File: src/rtl/program_loader.sv
// Boot-time program loader: takes a length-prefixed byte stream, writes DATA_W-bit words
// into memory from address 0, checks an XOR checksum, and keeps the CPU in reset until the load succeeds.
module program_loader #(
  parameter int ADDR_W = 8,
  parameter int DATA_W = 16
) (
  input  logic              clk,
  input  logic              reset,
  input  logic              start,
  input  logic [7:0]        in_data,
  input  logic              in_valid,
  output logic              in_ready,
  output logic              mem_we,
  output logic [ADDR_W-1:0] mem_addr,
  output logic [DATA_W-1:0] mem_wdata,
  output logic              cpu_reset,
  output logic              busy,
  output logic              done,
  output logic              error
);

  localparam int BYTES = DATA_W / 8;
  localparam logic [7:0]  LAST_BYTE = 8'(BYTES - 1);
  localparam logic [16:0] MAX_WORDS = 17'(2 ** ADDR_W);

  typedef enum logic [2:0] {
    S_IDLE, S_LEN_HI, S_LEN_LO, S_DATA, S_CHECK, S_DONE, S_ERROR
  } state_t;

  state_t state, next_state;

  logic [7:0]          len_hi;
  logic [7:0]          chk;
  logic [7:0]          byte_idx;
  logic [15:0]         remaining;
  logic [ADDR_W-1:0]   index;
  logic [DATA_W-1:0]   word;

  logic                accept;
  logic                can_start;
  logic                last_byte;
  logic [15:0]         len_full;
  logic [DATA_W+7:0]   shifted;
  logic [DATA_W-1:0]   word_next;

  assign accept    = in_valid && in_ready;
  assign can_start = (state == S_IDLE) || (state == S_DONE) || (state == S_ERROR);
  assign last_byte = (byte_idx == LAST_BYTE);
  assign len_full  = {len_hi, in_data};
  assign shifted   = {word, in_data};
  assign word_next = shifted[DATA_W-1:0];

  // Status outputs are pure decodes of the registered state, so they never glitch on inputs.
  assign in_ready  = (state == S_LEN_HI) || (state == S_LEN_LO) ||
                     (state == S_DATA)   || (state == S_CHECK);
  assign busy      = in_ready;
  assign done      = (state == S_DONE);
  assign error     = (state == S_ERROR);
  assign cpu_reset = (state != S_DONE);

  // NOTE: sequential state uses non-blocking assignments so every register samples pre-edge values.
  always_ff @(posedge clk) begin
    if (reset) state <= S_IDLE;
    else       state <= next_state;
  end

  // NOTE: next_state gets a default before the case so no path leaves it unassigned (no latch).
  always_comb begin
    next_state = state;
    unique case (state)
      S_IDLE, S_DONE, S_ERROR: if (start) next_state = S_LEN_HI;
      S_LEN_HI: if (accept) next_state = S_LEN_LO;
      S_LEN_LO: if (accept) begin
        if (len_full == 16'd0)                 next_state = S_CHECK;
        else if ({1'b0, len_full} > MAX_WORDS) next_state = S_ERROR;
        else                                   next_state = S_DATA;
      end
      S_DATA:   if (accept && last_byte && remaining == 16'd1) next_state = S_CHECK;
      S_CHECK:  if (accept) next_state = (in_data == chk) ? S_DONE : S_ERROR;
      default:  next_state = S_IDLE;
    endcase
  end

  // NOTE: every datapath register is reset synchronously; there is no storage array here to exempt.
  always_ff @(posedge clk) begin
    if (reset) begin
      len_hi    <= '0;
      chk       <= '0;
      byte_idx  <= '0;
      remaining <= '0;
      index     <= '0;
      word      <= '0;
      mem_we    <= 1'b0;
      mem_addr  <= '0;
      mem_wdata <= '0;
    end else begin
      mem_we <= 1'b0;
      if (can_start && start) begin
        chk      <= '0;
        byte_idx <= '0;
        index    <= '0;
      end
      if (accept) begin
        unique case (state)
          S_LEN_HI: len_hi    <= in_data;
          S_LEN_LO: remaining <= len_full;
          S_DATA: begin
            chk  <= chk ^ in_data;
            word <= word_next;
            if (last_byte) begin
              byte_idx  <= '0;
              mem_we    <= 1'b1;
              mem_addr  <= index;
              mem_wdata <= word_next;
              index     <= index + 1'b1;
              remaining <= remaining - 16'd1;
            end else begin
              byte_idx <= byte_idx + 8'd1;
            end
          end
          default: ;
        endcase
      end
    end
  end

endmodule

File: config.mk
export PLATFORM = sky130hd
export DESIGN_NAME = program_loader
export DESIGN_NICKNAME = d
export VERILOG_FILES = /design/src/rtl/program_loader.sv
export SDC_FILE = /design/constraint.sdc
export NUM_CORES = 1
export LEC_CHECK = 0
export BUFFER_PORTS_ARGS = -buffer_cell sky130_fd_sc_hd__buf_2
export CAP_MARGIN = 20
export CORE_MARGIN = 2
export CORE_UTILIZATION = 45
export CTS_CLUSTER_DIAMETER = 150
export DETAILED_ROUTE_END_ITERATION = 16
export HOLD_SLACK_MARGIN = 0.08
export SLEW_MARGIN = 10
export SYNTH_ARGS = -nofsm -noshare
export SYNTH_HDL_FRONTEND = slang
export SYNTH_SLANG_ARGS = --single-unit
File: constraint.sdc
create_clock -name clk -period 2.4 [get_ports clk]
set_input_delay 0.24 -clock clk [delete_from_list [all_inputs] [get_ports clk]]
set_output_delay 0.24 -clock clk [all_outputs]
set_load 0.02 [all_outputs]
==> results.cfg, run 1 <==
[clock_tree]
clkTransAtPathRegs_ns = 0.09
insertion_delay_ns = 0.36
holdBufCountCts = 0
cts_tree = done
clk_path_buf_depth = 2
htree_levels = 3
cts-root-buf = clkbuf_8
cts_buffers = 9
clock_sinks = 84
postCtsSetupRepairBufs = 0

[place]
place_congestion = 0.8586
portBuffers = 41
hpwlAfterDp_mm = 7.328
dp_slack_ns = 0.1301

[routing]
postRouteAntennaNets = 0
drtIter0Drc = 212
dr.pass1.iters = 5
routed-via-count = 3906
viasPerCell = 5.677
wl_per_cell_um = 15.52
wl_mm = 10.68
drc = 0

[power_and_ir_drop]
power_switching_mw = 1.251
peakVddDrop_uv = 402.4
power_frac_comb = 0.277
p_leak_nw = 1.730
power_frac_seq = 0.431
total_power_mw = 3.584
p_per_area_nw_per_um2 = 756.1
pwr-share-clk = 0.292
swShare = 0.3490
intPower_mw = 2.333

[floorplanning]
ios = 42
start_util = 0.4586
rows = 35
core_area_um2 = 9153
die_w_um = 100.6
die-area_um2 = 10120
die_h_um = 100.6

[setup_path]
path_buf_inv = 1
path_depth = 7
cpPeakStageDelay_ns = 0.50
crit_type = flop to flop
start_kind = flop
endpoint_kind = flop
crit_family = simple AND/OR/NAND/NOR gates
r2r_cells = 7
cp.required_ns = 2.68
crit_path_start = byte_idx[0]$_SDFF_PP0_
r2r-end = remaining[11]$_SDFFE_PP0P_
r2r-start = byte_idx[0]$_SDFF_PP0_
critPathArrivalTime_ns = 2.51
crit_path_cell_trace = ha_1, or4b_1, or2_4, a21oi_4, buf_4, o21ai_1, a221oi_2
critical_path.max_fanout = 10
crit_path_end = remaining[11]$_SDFFE_PP0P_
cp_slowest_cell = or4b_1
rrSetupSlack_ns = 0.17

[layout]
layout.nets = 589
drive_gt1_frac = 0.1560
layout.area.seq_um2 = 1682
antennaDiodeCount = 0
multiInputGateArea_um2 = 2285
syn2layout_area_growth_pct = 12.91
fill_cells = 911

[logic_synthesis]
ys_warn_count = 0
synthCells = 540
syn_nets = 557
ys_async_sr_fraction = 0
synth_top_family_by_area = simple AND/OR/NAND/NOR gates
synthXorXnorAreaFrac = 0.03130
post-synth-top-count-cell = nand2_1
synth-edff-count = 0
ys_ff_latch = 84
synthFlopType = dfxtp_1
synth-simple-area-share = 0.2629
yosys-top-cells-area = dfxtp_1 (40%), a21oi_1 (8.3%), nand2_1 (7.8%), o21ai_0 (4.6%), nor2_1 (4.0%)
syn_area_per_cell_um2 = 7.774
yosys.area_share.adder = 0.01490
ys_types = 58
ys_seq_area_frac = 0.4006
synth-compound-area-share = 0.2036
syn_area_um2 = 4198
synthMuxAreaShare = 0.03159
synth_top_area_share = 0.4006
yosysTopAreaCell = dfxtp_1
synth_common_cells = nand2_1 (87), dfxtp_1 (84), a21oi_1 (70)

[run_status]
status = completed

[global_routing]
grt_overflow_total = 0
grt_pass1_vias = 3623
grt_usage = 0.2201
antenna_found_initial = 1
grt_pass1_wl_mm = 17.57
grt_max_degree = 34

[hold_path]
hp-class = input pin to flop

[timing]
rsz0062_at_grt = false
finalCriticalPeriod_ns = 2.231
fin_skew_ns = 0.01669
slew_headroom = 0.6038
fin_setup_tns_ns = 0
setup_violations = 0
slew_viol_final = 0
fmax_mhz = 448.2
whs_ns = 0.2248
setup_ws_ns = 0.1689
finalCritPeriodShare = 0.9296
hold_viol = 0
worst_pin_slew_ns = 0.5889

[run]
maxCapViolCount = 0
## per-stage QoR
step | cell area (µm²) | utilization | instances
global route | 4740 | 0.5178 | 688
detailed placement | 4537 | 0.4957 | 672
finish | 4740 | 0.5178 | 688
global placement | 4537 | 0.4957 | 672
floorplan | 4198 | - | 540
CTS | 4736 | 0.5174 | 688
## cell families after synthesis
group	Yosys count
and+or+nand+nor	223
AOI/OAI and AO/OA	147
adders and majority gates	5
xor gates and xnor gates	15
buffers and inverters	54
muxes	12
DFF	84
## cells in the final DEF (no fill, tap or decap), drive strengths merged, types with 9 or more instances in the layout
master and instances:
nor2b 10, dfxtp 84, nor3 15, clkbuf 10, inv 13, nor2 45
nand3 9, mux2i 11, xnor2 10, nand4 10, o21ai 41, nand2 87
buf 64, a21oi 71
## state kept, by name (all words and copies together), names as in the netlist
signal / flops
mem_wdata: 16
state: 3
chk: 8
byte_idx: 8
len_hi: 8
mem_we: 1
index: 8
mem_addr: 8
remaining: 16
word: 8
## power groups by stage
| stage | clock, mW | sequential [mW] | combinational, mW |
|---|---|---|---|
| after floorplan | 0 | 1.54 | 0.724 |
| after global placement | 0 | 1.57 | 0.974 |
| after detailed placement | 0 | 1.58 | 0.978 |
| after CTS | 1.07 | 1.54 | 0.983 |
| after global routing | 1.11 | 1.56 | 1.09 |
| final | 1.05 | 1.54 | 0.993 |
## metal layers
layer  share of wire  global-route usage  up-vias
met4           0.018             0.07798        0
met2            0.45              0.3421       94
met5               0                   0        -
li1                -                   -     1954
met3           0.051             0.03537       20
met1            0.49              0.3094     1838
## worst min path at each step
stage	startpoint	endpoint	slack (ns)	cells past startpoint
after floorplan	word[2]$_SDFFE_PP0N_	mem_wdata[10]$_SDFFE_PP0P_	0.43	2
after global placement	mem_wdata[10]$_SDFFE_PP0P_	mem_wdata[10]$_SDFFE_PP0P_	0.44	2
after detailed placement	mem_wdata[0]$_SDFFE_PP0P_	mem_wdata[0]$_SDFFE_PP0P_	0.44	2
after CTS	in_data[3]	word[3]$_SDFFE_PP0N_	0.21	3
after global routing	in_data[3]	mem_wdata[3]$_SDFFE_PP0P_	0.23	3
final	in_data[3]	word[3]$_SDFFE_PP0N_	0.22	3
## cell type report
type                            count  share of cell area
Clock inverter                      6             0.01505
Inverter                           11            0.008712
Tap cell                          111             0.02930
Multi-Input combinational cell    402              0.4820
Clock buffer                       10             0.02693
Timing Repair Buffer               64             0.08316
Sequential cell                    84              0.3548
## tightest hold or removal path, delay by kind of cell
| family | cells | cell delay (ns) |
|---|---|---|
| compound gates | 1 | 0.05 |
| simple gates | 1 | 0.08 |
| buf+inv | 1 | 0.17 |
## timing repair
action	4_1_cts	5_1_grt
endpoints found under the hold margin	0	0
resized for setup	0	1
endpoints found under the setup margin	0	2
Power figures use the tool's default switching activity.
==> run 2: changes to the inputs <==
--- a/config.mk
+++ b/config.mk
@@ -11,6 +11,7 @@
 export CORE_UTILIZATION = 45
 export CTS_CLUSTER_DIAMETER = 150
 export DETAILED_ROUTE_END_ITERATION = 16
+export GPL_TIMING_DRIVEN = 0
 export HOLD_SLACK_MARGIN = 0.08
 export SLEW_MARGIN = 10
 export SYNTH_ARGS = -nofsm -noshare
==> run 2 against run 1 <==
Clock power is 9% higher. Largest power group unchanged. First-iteration DRC count shrank 8.5%. Via count up 1.9%. Final area is 0.21% lower. Combinational power shrank 1%. Setup slack got worse by 0.021 ns. Clock-buffer cell count is 1 higher. Die area did not move. Register-to-register slack got worse by 0.02 ns. Sequential cell count is the same. Highest routed layer unchanged. Worst hold slack better by 0.023 ns.
==> results.cfg, run 2 (synthesis results as in run 1) <==
[layout]
utilization = 0.5167
layout.nets = 598
fill_cells = 930
fin_area_um2 = 4730
drive_gt1_frac = 0.1263
syn2layout_area_growth_pct = 12.67
most-common-layout-cells = nand2_1 (86), dfxtp_1 (84), a21oi_1 (69)
antennaDiodeCount = 0
top_regs = mem_wdata x16, remaining x16
layout_commonest_cell = nand2_1

[place]
portBuffers = 30
hpwlAfterDp_mm = 7.987
place_congestion = 0.8768
placed_area_um2 = 4487

[clock_tree]
cts_buffers = 9
cts_tree = done
cts-root-buf = clkbuf_8
holdBufCountCts = 0
clk_path_buf_depth = 2
htree_levels = 3
clkTransAtPathRegs_ns = 0.08
clock_sinks = 84
insertion_delay_ns = 0.35

[power_and_ir_drop]
total_power_mw = 3.654
p_leak_nw = 1.689
p_per_area_nw_per_um2 = 772.5
peakVddDrop_uv = 435.7

[global_routing]
grt_overflow_total = 0
antenna_found_initial = 0
grt_usage = 0.2331
grt_pass1_vias = 3787
grt_max_degree = 15
grt_pass1_wl_mm = 18.64

[floorplanning]
die_w_um = 100.6
start_util = 0.4586
core_area_um2 = 9153
ios = 42
die_h_um = 100.6
die-area_um2 = 10120
rows = 35

[setup_path]
start_kind = flop
crit_family = simple AND/OR/NAND/NOR gates
cp.required_ns = 2.61
cpPeakStageDelay_ns = 0.41
crit_path_cell_trace = ha_1, or4b_1, buf_2, nor2_1, nand2_2, clkbuf_1, nand2_1, a21oi_1
path_buf_inv = 2
critical_path.max_fanout = 10
critPathArrivalTime_ns = 2.46
endpoint_kind = flop
crit_type = flop to flop
cp_slowest_cell = or4b_1

[routing]
viasPerCell = 5.710
wl_per_cell_um = 16.21
wl_mm = 11.30
drtIter0Drc = 194
dr.pass1.iters = 4
wl_met1_mm = 5.433
drc = 0
postRouteAntennaNets = 0
highest_layer = met4
wl_met3_um = 667
routed-via-count = 3980
wl_met2_mm = 5.071

[timing]
fin_skew_ns = 0.01342
slew_headroom = 0.4772
whs_ns = 0.2473
finalCriticalPeriod_ns = 2.253
finalCritPeriodShare = 0.9386
worst_pin_slew_ns = 0.7800
setup_violations = 0
rsz0062_at_grt = true
fin_setup_tns_ns = 0
slew_viol_final = 0
hold_viol = 0
fmax_mhz = 443.9

[run_status]
status = completed

[hold_path]
hp-class = input pin to flop

[run]
maxCapViolCount = 0
[run 2: area by class of cell]
type,count,area [µm²],area share
buffer,43,193.9,0.04101
clock buffer,11,141.4,0.02989
clock inverter,5,83.83,0.01772
inverter,11,41.29,0.008730
multi-input combinational,402,2298,0.4860
sequential,84,1682,0.3556
tap,111,138.9,0.02937
timing repair buffer,30,150.1,0.03175
[run 2: worst reg2reg max path, stage by stage (launching register included)]
cell and delay (ns):
dfxtp_1 0.40, ha_1 0.17, or4b_1 0.41, buf_2 0.18, nor2_1 0.26, nand2_2 0.21
clkbuf_1 0.28, nand2_1 0.12, a21oi_1 0.07
[run 2: what timing repair did]
item / CTS / global route
buffers inserted: 0 / 0
resized for setup: 1 / 5
endpoints found under the setup margin: 1 / 27
[run 2: per-layer routing]
metal  global-route usage  vias to the layer above
met4              0.06533                        0
met2               0.3692                       99
met1               0.3244                     1892
met5                    0                        -
met3              0.04438                       12
li1                     -                     1977
[run 2: worst paths after layout]
kind	slack, ns	start	to	cells after the start
hold reg to reg	0.45	word[1]$_SDFFE_PP0N_	mem_wdata[9]$_SDFFE_PP0P_	2
setup / recovery	0.15	byte_idx[0]$_SDFF_PP0_	mem_addr[6]$_SDFFE_PP0P_	8
setup reg to reg	0.15	byte_idx[0]$_SDFF_PP0_	mem_addr[6]$_SDFFE_PP0P_	8
hold / removal	0.25	in_data[5]	word[5]$_SDFFE_PP0N_	3
[run 2: metrics by stage]
step	setup slack (ns)	instances
2_1_floorplan	0.4013	540
3_3_place_gp	0.1154	681
3_5_place_dp	0.09501	681
4_1_cts	0.06647	697
5_1_grt	0.003021	697
6_report	0.1474	697
[run 2: power by group]
group / switching (mW) / leakage, nW / internal (mW)
combinational: 0.634 / 0.905 / 0.346
clock: 0.524 / 0.106 / 0.619
sequential: 0.0703 / 0.678 / 1.46
==> run 3: changes to the inputs <==
--- a/config.mk
+++ b/config.mk
@@ -8,12 +8,13 @@
 export BUFFER_PORTS_ARGS = -buffer_cell sky130_fd_sc_hd__buf_2
 export CAP_MARGIN = 20
 export CORE_MARGIN = 2
-export CORE_UTILIZATION = 45
+export CORE_UTILIZATION = 31
 export CTS_CLUSTER_DIAMETER = 150
 export DETAILED_ROUTE_END_ITERATION = 16
 export GPL_TIMING_DRIVEN = 0
 export HOLD_SLACK_MARGIN = 0.08
-export SLEW_MARGIN = 10
+export PLACE_DENSITY_LB_ADDON = 0.12
+export SLEW_MARGIN = 20
 export SYNTH_ARGS = -nofsm -noshare
 export SYNTH_HDL_FRONTEND = slang
 export SYNTH_SLANG_ARGS = --single-unit
==> run 3 against run 2 <==
Clock-buffer cell count is 2 lower. Worst hold slack better by 0.018 ns. Register-to-register slack hardly changed. Sequential cell count stayed put. Via count is 1.2% lower. Cell count is 9.8% higher. Critical path type unchanged. Non-clock buffer count is 3 higher. Maximum frequency is 0.16% higher.
==> results.cfg, run 3 (synthesis results as in run 1) <==
[routing]
viasPerCell = 5.140
wl_per_cell_um = 16.04
drc = 0
dr.pass1.iters = 4
wl_mm = 12.27
routed-via-count = 3932
drtIter0Drc = 257
postRouteAntennaNets = 0

[clock_tree]
htree_levels = 3
clock_sinks = 84
cts_tree = done
holdBufCountCts = 0
clk_path_buf_depth = 2
clkTransAtPathRegs_ns = 0.07
cts_buffers = 9
cts-root-buf = clkbuf_16
insertion_delay_ns = 0.35

[layout]
layout_commonest_cell = nand2_1
most-common-layout-cells = nand2_1 (86), dfxtp_1 (84), a21oi_1 (70)
layout.nets = 601
top_regs = mem_wdata x16, remaining x16
antennaDiodeCount = 0
drive_gt1_frac = 0.1341
syn2layout_area_growth_pct = 17.94
fill_cells = 1451
utilization = 0.3739

[power_and_ir_drop]
power_frac_seq = 0.374
p_leak_nw = 1.765
pwr-share-clk = 0.380
intPower_mw = 2.747
power_frac_comb = 0.246
peakVddDrop_uv = 329.3
swShare = 0.3318
p_per_area_nw_per_um2 = 830.3
power_switching_mw = 1.364

[place]
place_congestion = 0.7936
portBuffers = 30
hpwlAfterDp_mm = 8.735

[setup_path]
critical_path.max_fanout = 10
cp.required_ns = 2.66
start_kind = flop
crit_type = flop to flop
rrSetupSlack_ns = 0.15
endpoint_kind = flop
critPathArrivalTime_ns = 2.51

[hold_path]
hp-class = input pin to flop

[floorplanning]
start_util = 0.3170
die_h_um = 120.4
ios = 42
die_w_um = 120.4
rows = 42
die-area_um2 = 14490
core_area_um2 = 13240

[timing]
hold_viol = 0
slew_headroom = 0.4512
fin_skew_ns = 0.005708
fin_setup_tns_ns = 0
setup_violations = 0
rsz0062_at_grt = false
fmax_mhz = 444.7
slew_viol_final = 0
finalCritPeriodShare = 0.9370
finalCriticalPeriod_ns = 2.249
worst_pin_slew_ns = 0.8188

[run_status]
status = completed

[global_routing]
antenna_found_initial = 0
grt_overflow_total = 0
grt_pass1_wl_mm = 19.54
grt_pass1_vias = 3680
grt_usage = 0.1734
grt_max_degree = 17

[run]
maxCapViolCount = 0
[run 3: cell count changes in the layout (fill, tap and decap cells not counted), moves of 2 or more]
cell,before,now
clkbuf_1,28,26
clkinvlp_4,2,0
clkbuf_16,0,9
clkinv_4,0,2
clkbuf_8,10,0
buf_4,2,5
[run 3: worst paths after layout]
kind / start / cells past startpoint / endpoint
worst max register to register: byte_idx[0]$_SDFF_PP0_ / 8 / remaining[11]$_SDFFE_PP0P_
worst min register to register: mem_wdata[9]$_SDFFE_PP0P_ / 2 / mem_wdata[9]$_SDFFE_PP0P_
worst max-delay path: byte_idx[0]$_SDFF_PP0_ / 8 / remaining[11]$_SDFFE_PP0P_
worst min-delay path: in_data[5] / 3 / mem_wdata[5]$_SDFFE_PP0P_
[run 3: repair_timing]
action                                 4_1_cts  5_1_grt
endpoints found under the hold margin        0        0
setup buffers                                0        3
gates resized for setup                      1        7
pin swaps                                    0        2
setup endpoints to repair                    2       22
[run 3: power by group through the flow]
stage                     sequential [mW]  combinational [mW]  clock [mW]
after global placement               1.56               0.966           0
after detailed placement             1.56               0.972           0
after floorplan                      1.54               0.724           0
after CTS                            1.53               0.981        1.60
final                                1.54                1.01        1.56
after global routing                 1.55                1.11        1.64
[run 3: per-layer routing]
metal,up-vias,wire (µm),global-route usage
met4,0,184,0.06541
met5,-,0,0
met1,1831,5948,0.2379
met3,12,873,0.04575
li1,1985,-,-
met2,104,5259,0.2602
[run 3: layout make-up]
cell class,count,area [µm²],area share
inverters,11,41.29,0.008340
plain buffers,43,192.7,0.03892
flip-flops and latches,84,1682,0.3397
clock inverters,7,106.4,0.02148
clock buffers,9,225.2,0.04549
multi-input cells,402,2311,0.4668
well taps,176,220.2,0.04448
repair buffers,33,172.7,0.03487
[run 3: through the flow]
| step | total power [mW] | setup WS, ns | hold WS (ns) | area, µm² | cells |
|---|---|---|---|---|---|
| after floorplan | 2.265 | 0.4013 | 0.4321 | 4198 | 540 |
| after global placement | 2.528 | 0.1031 | 0.4387 | 4568 | 746 |
| after detailed placement | 2.536 | 0.1121 | 0.4453 | 4568 | 746 |
| after CTS | 4.113 | 0.09291 | 0.2552 | 4907 | 762 |
| after global routing | 4.297 | 0.001250 | 0.2718 | 4951 | 765 |
| final | 4.111 | 0.1511 | 0.2656 | 4951 | 765 |
[run 3: critical path, cell delays in order (launching register included)]
cell and delay (ns):
dfxtp_1 0.39, ha_1 0.16, or4b_1 0.42, buf_2 0.17
or2_4 0.27, a21oi_4 0.22, buf_6 0.19, o21ai_1 0.09
a221oi_2 0.24
